$ cat src/rtl/imem_loader_pkg.sv
// Shared types and constants for the instruction-memory loader.
// State encoding includes the checksum states used when IMEM_LOADER_CHECKSUM_EN is defined.
package imem_loader_pkg;

    localparam int BYTE_W         = 8;
    localparam int BYTES_PER_WORD = 2;
    localparam int WORD_W         = BYTE_W * BYTES_PER_WORD;

    typedef enum logic [2:0] {
        IDLE  = 3'd0,
        HI    = 3'd1,
        LO    = 3'd2,
        WRITE = 3'd3,
        DONE  = 3'd4,
        CK_HI = 3'd5,
        CK_LO = 3'd6
    } state_t;

    // Instructions arrive high byte first.
    function automatic logic [WORD_W-1:0] pack_word(input logic [BYTE_W-1:0] hi,
                                                    input logic [BYTE_W-1:0] lo);
        return {hi, lo};
    endfunction

endpackage

$ cat src/rtl/imem_byte_packer.sv
// Two-byte capture register for the loader; with IMEM_LOADER_CHECKSUM_EN it also keeps
// the running mod-2^16 sum of written words and compares it with the received checksum.
module imem_byte_packer
    import imem_loader_pkg::*;
#(
    parameter int DATA_W = 16
) (
    input  logic              clk,
    input  logic              rst_n,
    input  logic              clear,
    input  logic              cap_hi,
    input  logic              cap_lo,
    input  logic [BYTE_W-1:0] byte_in,
    output logic [DATA_W-1:0] word
`ifdef IMEM_LOADER_CHECKSUM_EN
    ,
    output logic              ck_match
`endif
);

    logic [BYTE_W-1:0] hi_r;
    logic [DATA_W-1:0] word_r;
    logic [DATA_W-1:0] next_word_s;

    assign next_word_s = pack_word(hi_r, byte_in);
    assign word        = word_r;

    // High byte held until the low byte completes the word; word only changes on completion.
    always_ff @(posedge clk or negedge rst_n) begin
        if (!rst_n) begin
            hi_r   <= {BYTE_W{1'b0}};
            word_r <= {DATA_W{1'b0}};
        end else begin
            if (clear) begin
                hi_r <= {BYTE_W{1'b0}};
            end else if (cap_hi) begin
                hi_r <= byte_in;
            end
            if (cap_lo) begin
                word_r <= next_word_s;
            end
        end
    end

`ifdef IMEM_LOADER_CHECKSUM_EN
    logic [DATA_W-1:0] sum_r;

    // Running sum of every word written during the current load.
    always_ff @(posedge clk or negedge rst_n) begin
        if (!rst_n) begin
            sum_r <= {DATA_W{1'b0}};
        end else if (clear) begin
            sum_r <= {DATA_W{1'b0}};
        end else if (cap_lo) begin
            sum_r <= sum_r + next_word_s;
        end
    end

    // During CK_LO hi_r holds the checksum high byte and byte_in the low byte.
    assign ck_match = (next_word_s == sum_r);
`endif

endmodule

$ cat src/rtl/imem_loader.sv
// Byte-stream loader for the instruction memory: packs byte pairs into words and writes
// them at consecutive addresses from 0. Optional checksum phase: IMEM_LOADER_CHECKSUM_EN.
module imem_loader
    import imem_loader_pkg::*;
#(
    parameter int ADDR_W = 16,
    parameter int DATA_W = 16,
    parameter int DEPTH  = 32
) (
    input  logic              clk,
    input  logic              rst_n,
    input  logic              start,
    input  logic [ADDR_W-1:0] num_words,
    input  logic [7:0]        byte_in,
    input  logic              byte_valid,
    output logic              byte_ready,
    output logic              mem_we,
    output logic [ADDR_W-1:0] mem_addr,
    output logic [DATA_W-1:0] mem_wdata,
    output logic              busy,
    output logic              done,
    output logic              err
);

    localparam logic [ADDR_W-1:0] DEPTH_W = ADDR_W'(DEPTH);
    localparam logic [ADDR_W-1:0] ONE_W   = ADDR_W'(1);
    localparam logic [ADDR_W-1:0] ZERO_W  = {ADDR_W{1'b0}};

    state_t            state_r;
    logic [ADDR_W-1:0] addr_r;
    logic [ADDR_W-1:0] nwords_r;
    logic              we_r;
    logic              done_r;
    logic              err_r;

    logic              xfer_s;
    logic              ready_s;
    logic              accept_s;
    logic              cap_hi_s;
    logic              cap_lo_s;
    logic              last_s;
`ifdef IMEM_LOADER_CHECKSUM_EN
    logic              ck_match_s;
`endif

    // Byte acceptance is a pure decode of the current state.
    always_comb begin
        ready_s = 1'b0;
        case (state_r)
            HI, LO:       ready_s = 1'b1;
`ifdef IMEM_LOADER_CHECKSUM_EN
            CK_HI, CK_LO: ready_s = 1'b1;
`endif
            default:      ready_s = 1'b0;
        endcase
    end

    assign xfer_s   = byte_valid & ready_s;
    assign accept_s = (state_r == IDLE) & start & (num_words <= DEPTH_W);
`ifdef IMEM_LOADER_CHECKSUM_EN
    assign cap_hi_s = xfer_s & ((state_r == HI) | (state_r == CK_HI));
`else
    assign cap_hi_s = xfer_s & (state_r == HI);
`endif
    assign cap_lo_s = xfer_s & (state_r == LO);
    assign last_s   = (addr_r == (nwords_r - ONE_W));

    imem_byte_packer #(
        .DATA_W (DATA_W)
    ) u_packer (
        .clk      (clk),
        .rst_n    (rst_n),
        .clear    (accept_s),
        .cap_hi   (cap_hi_s),
        .cap_lo   (cap_lo_s),
        .byte_in  (byte_in),
        .word     (mem_wdata)
`ifdef IMEM_LOADER_CHECKSUM_EN
        ,
        .ck_match (ck_match_s)
`endif
    );

    // Load sequencer: start checks, word counting, write strobe and sticky status.
    always_ff @(posedge clk or negedge rst_n) begin
        if (!rst_n) begin
            state_r  <= IDLE;
            addr_r   <= ZERO_W;
            nwords_r <= ZERO_W;
            we_r     <= 1'b0;
            done_r   <= 1'b0;
            err_r    <= 1'b0;
        end else begin
            we_r <= 1'b0;
            case (state_r)
                IDLE: begin
                    addr_r <= ZERO_W;
                    if (start) begin
                        if (num_words == ZERO_W) begin
                            done_r  <= 1'b0;
                            err_r   <= 1'b0;
                            state_r <= DONE;
                        end else if (num_words > DEPTH_W) begin
                            err_r <= 1'b1;
                        end else begin
                            done_r   <= 1'b0;
                            err_r    <= 1'b0;
                            nwords_r <= num_words;
                            state_r  <= HI;
                        end
                    end
                end
                HI: begin
                    if (xfer_s) begin
                        state_r <= LO;
                    end
                end
                LO: begin
                    if (xfer_s) begin
                        we_r    <= 1'b1;
                        state_r <= WRITE;
                    end
                end
                WRITE: begin
                    if (last_s) begin
                        addr_r <= ZERO_W;
`ifdef IMEM_LOADER_CHECKSUM_EN
                        state_r <= CK_HI;
`else
                        state_r <= DONE;
`endif
                    end else begin
                        addr_r  <= addr_r + ONE_W;
                        state_r <= HI;
                    end
                end
                DONE: begin
                    done_r  <= 1'b1;
                    state_r <= IDLE;
                end
`ifdef IMEM_LOADER_CHECKSUM_EN
                CK_HI: begin
                    if (xfer_s) begin
                        state_r <= CK_LO;
                    end
                end
                CK_LO: begin
                    if (xfer_s) begin
                        if (ck_match_s) begin
                            state_r <= DONE;
                        end else begin
                            err_r   <= 1'b1;
                            state_r <= IDLE;
                        end
                    end
                end
`endif
                default: begin
                    state_r <= IDLE;
                end
            endcase
        end
    end

    assign byte_ready = ready_s;
    assign busy       = (state_r != IDLE);
    assign mem_we     = we_r;
    assign mem_addr   = addr_r;
    assign done       = done_r;
    assign err        = err_r;

endmodule

$ cat config.mk
export PLATFORM = sky130hd
export DESIGN_NAME = imem_loader
export DESIGN_NICKNAME = d
export VERILOG_FILES = /design/src/rtl/imem_loader_pkg.sv /design/src/rtl/imem_byte_packer.sv /design/src/rtl/imem_loader.sv
export SDC_FILE = /design/constraint.sdc
export NUM_CORES = 1
export LEC_CHECK = 0
export CAP_MARGIN = 20
export CORE_MARGIN = 10
export CORE_UTILIZATION = 31
export CTS_CLUSTER_DIAMETER = 100
export DETAILED_ROUTE_END_ITERATION = 8
export DONT_BUFFER_PORTS = 1
export GPL_TIMING_DRIVEN = 0
export PLACE_DENSITY = 0.52
export SLEW_MARGIN = 40
export SYNTH_ARGS = -nofsm -noshare
export SYNTH_HDL_FRONTEND = slang
export SYNTH_SLANG_ARGS = --single-unit
$ cat constraint.sdc
create_clock -name clk -period 8.11 [get_ports clk]
set_clock_uncertainty 0.2 [all_clocks]
set_input_delay 2.433 -clock clk [delete_from_list [all_inputs] [get_ports clk]]
set_output_delay 2.433 -clock clk [all_outputs]
set_load 0.03 [all_outputs]
==> results.sh <==
export IMPL_cts_inserted_buffers=9
export IMPL_relSlewSlack_pct=59.0
export IMPL_io_buffers=0
export IMPL_drtIter0Drc=101
export IMPL_avgSynthCellArea_um2=9.92
export IMPL_dr_wl_met3_um=802
export IMPL_path_max_fanout=10
export IMPL_cts_hold_buffers=0
export IMPL_vias_per_cell=5.09
export IMPL_netSwitchingPower_uw=414
export IMPL_fillers=1079
export IMPL_netlist_instances=338
export IMPL_via_count=2495
export IMPL_cts_root_buf="clkbuf_8"
export IMPL_antenna_cells=0
export IMPL_p_leak_nw=1.61
export IMPL_rrSetupSlack_ns=4.18
export IMPL_wirelength_um=8450
export IMPL_grt_pass1_wl_um=13900
export IMPL_synth_seq_cells=62
export IMPL_synth_yosys_seq_area_share_pct=46.3
export IMPL_synth_warnings=0
export IMPL_internal_power_uw=618
export IMPL_tns_ns=0
export IMPL_nNetsFinal=379
export IMPL_io_pins=65
export IMPL_tritoncts="yes"
export IMPL_fin_area_um2=3730
export IMPL_clock_power_share_pct=27.6
export IMPL_die_w_um=124
export IMPL_ys_types=49
export IMPL_drv_cap=0
export IMPL_grt_pass1_vias=2657
export IMPL_hpwl_um=6240
export IMPL_rsz0062_at_grt="no"
export IMPL_numClockSinks=62
export IMPL_syn_nets=368
export IMPL_cts_setup_buffers=0
export IMPL_post_drt_wl_per_cell_um=17.3
export IMPL_clock_path_buffers=2
export IMPL_ys_top_cells_by_area="dfrtp_1 46%, mux2_2 6.7%, nand2_1 3.8%, xor2_1 3.4%, mux2i_1 3.3%"
export IMPL_fmax_mhz=229
export IMPL_dp_worst_setup_slack_ns=3.40
export IMPL_cts_clk_slew_worst_paths_ns=0.09
export IMPL_htree_levels=3
export IMPL_clkLatencyLatePin_ns=0.35
export IMPL_fin_ws_ns=3.75
export IMPL_critPathRequiredTime_ns=5.48
export IMPL_rows=37
export IMPL_setup_violations_final=0
export IMPL_routed_top_layer="met4"
export IMPL_yosysTopAreaCell="dfrtp_1"
export IMPL_ant_nets=0
export IMPL_arrival_ns=1.73
export IMPL_drc=0
export IMPL_core_area_um2=10400
export IMPL_hp_class="reg2reg"
export IMPL_power_frac_comb_pct=21.7
export IMPL_initial_core_util_pct=32.2
export IMPL_area_delta_synth_final_pct=11.2
export IMPL_fin_cells=490
export IMPL_report_final_slew_viol_count=0
export IMPL_startpoint_type="flop"
export IMPL_wl_met1_um=3590
export IMPL_routed_wl_met2_um=4010
export IMPL_die_y_um=124
export IMPL_place_area_um2=3520
export IMPL_grt_overflow_total=0
export IMPL_netlist_area_leader_share_pct=46.3
export IMPL_hold_viol_final=0
export IMPL_fin_crit_sh_pct=53.8
export IMPL_period_minus_slack_ns=4.36
export IMPL_gp_congestion=0.783
export IMPL_worst_pin_slew_ns=0.613
export IMPL_firstDrtPassIters=4
export IMPL_post_cts_resized=0
export IMPL_total_power_mw=1.03
export IMPL_sw_frac_of_total_pct=40.1
export IMPL_antenna_found_initial=0
export IMPL_dp_cells=474
export IMPL_power_frac_seq_pct=50.6
export IMPL_die_area_um2=15400
export IMPL_power_density_nw_per_um2=277
export IMPL_track_usage_pct=11.5
export IMPL_status="complete, no violations"
export IMPL_path_class="reg2out"
export IMPL_drive_gt1_share_pct=14.7
export IMPL_synth_area_um2=3350
export IMPL_peakVddDrop_uv=154
export IMPL_end_kind="output port"
export IMPL_grt_start_max_net_pins=63
cell usage in the layout (no fill, tap or decap), types with 4 or more instances in the layout:
master and count:
dfrtp_1 62, nand2_1 34, nor2_1 25, mux2_2 20, nand3_1 19, clkbuf_1 16
xor2_1 13, xnor2_1 12, and2_1 11, mux2i_1 11, o21ai_0 10, and3_1 9
clkbuf_8 9, inv_1 8, a21oi_1 8, nor3_1 7, nor4_1 6, buf_2 5
nand2b_1 5, or4_1 4, a21o_1 4, o311ai_0 4
critical path, cell delays in order, from the launching register on:
cell	delay (ns)
dfrtp_1	0.36
buf_2	0.17
nand2b_1	0.20
and2_1	0.18
nor2_1	0.47
power groups by stage:
| stage | clock [mW] | sequential [mW] | combinational (mW) |
|---|---|---|---|
| 2_1_floorplan | 0 | 0.508 | 0.185 |
| 3_3_place_gp | 0 | 0.531 | 0.221 |
| 3_5_place_dp | 0 | 0.530 | 0.229 |
| 4_1_cts | 0.294 | 0.526 | 0.228 |
| 5_1_grt | 0.305 | 0.536 | 0.253 |
| 6_report | 0.285 | 0.523 | 0.224 |
final timing paths:
check	startpoint	to	cells after the start
max in group asynchronous	rst_n	mem_we	0
setup reg to reg	nwords_r[0]	mem_addr[9]	12
min in group asynchronous	rst_n	state_r[1]	0
hold reg to reg	u_packer.hi_r[3]	u_packer.word[11]	1
setup / recovery	state_r[1]	byte_ready	4
hold / removal	u_packer.hi_r[3]	u_packer.word[11]	1
Yosys cell counts, drive strengths merged:
| library cell | instances |
|---|---|
| a221oi | 1 |
| nand3 | 19 |
| or2 | 1 |
| clkbuf | 16 |
| and3 | 9 |
| mux2i | 11 |
| nand2 | 34 |
| nand2b | 5 |
| a2111oi | 2 |
| or4 | 7 |
| o21ba | 1 |
| o21ai | 10 |
| o211ai | 2 |
| nor4 | 7 |
| a31oi | 2 |
| a41o | 2 |
| xor2 | 13 |
| inv | 8 |
| nand4 | 3 |
| nand3b | 1 |
| a211oi | 2 |
| xnor2 | 12 |
| dfrtp | 62 |
| nor2 | 26 |
| o31ai | 3 |
| a21o | 4 |
| o2111ai | 1 |
| or3 | 1 |
| a211o | 1 |
| a21oi | 8 |
| a41oi | 1 |
| o311ai | 4 |
| a2bb2oi | 1 |
| and2 | 11 |
| nor3 | 7 |
| nor2b | 1 |
| nor3b | 3 |
| or3b | 1 |
| ha | 2 |
| buf | 6 |
| mux2 | 20 |
| o221ai | 1 |
| nand4b | 3 |
| a22o | 3 |
per-stage QoR:
| stage | hold WS (ns) | util, % |
|---|---|---|
| 5_1_grt | 0.333 | 35.8 |
| 3_3_place_gp | 0.293 | 33.8 |
| 4_1_cts | 0.315 | 35.8 |
| 2_1_floorplan | 0.274 | - |
| 3_5_place_dp | 0.297 | 33.8 |
| 6_report | 0.311 | 35.8 |
layer usage:
metal	track usage, %	vias to the layer above
met5	0	-
met4	3.38	0
met3	5.75	7
met2	18.7	61
met1	13.2	1206
li1	-	1221
kinds of logic after synthesis:
group           synth area share, %
simple gates                   22.1
fa+ha+maj                     0.746
buf+inv                        3.77
mux                            10.0
compound gates                 10.5
flops                          46.3
xor+xnor                       6.53
state kept, by name, indices dropped and copies added (netlist names):
register / cells
mem_we: 1
mem_addr: 16
nwords_r: 16
u_packer.hi_r: 8
u_packer.word: 16
state_r: 3
done: 1
err: 1
final cells by class:
type	count	area, µm²	area share (%)
plain buffers	22	96.3	2.58
clock buffers	9	124	3.32
clock inverters	7	78.8	2.11
inverters	8	30.0	0.806
multi-input cells	246	1680	45.0
flip-flops and latches	62	1550	41.6
well taps	136	170	4.57
Note: power is estimated with default switching activity, not from simulation.
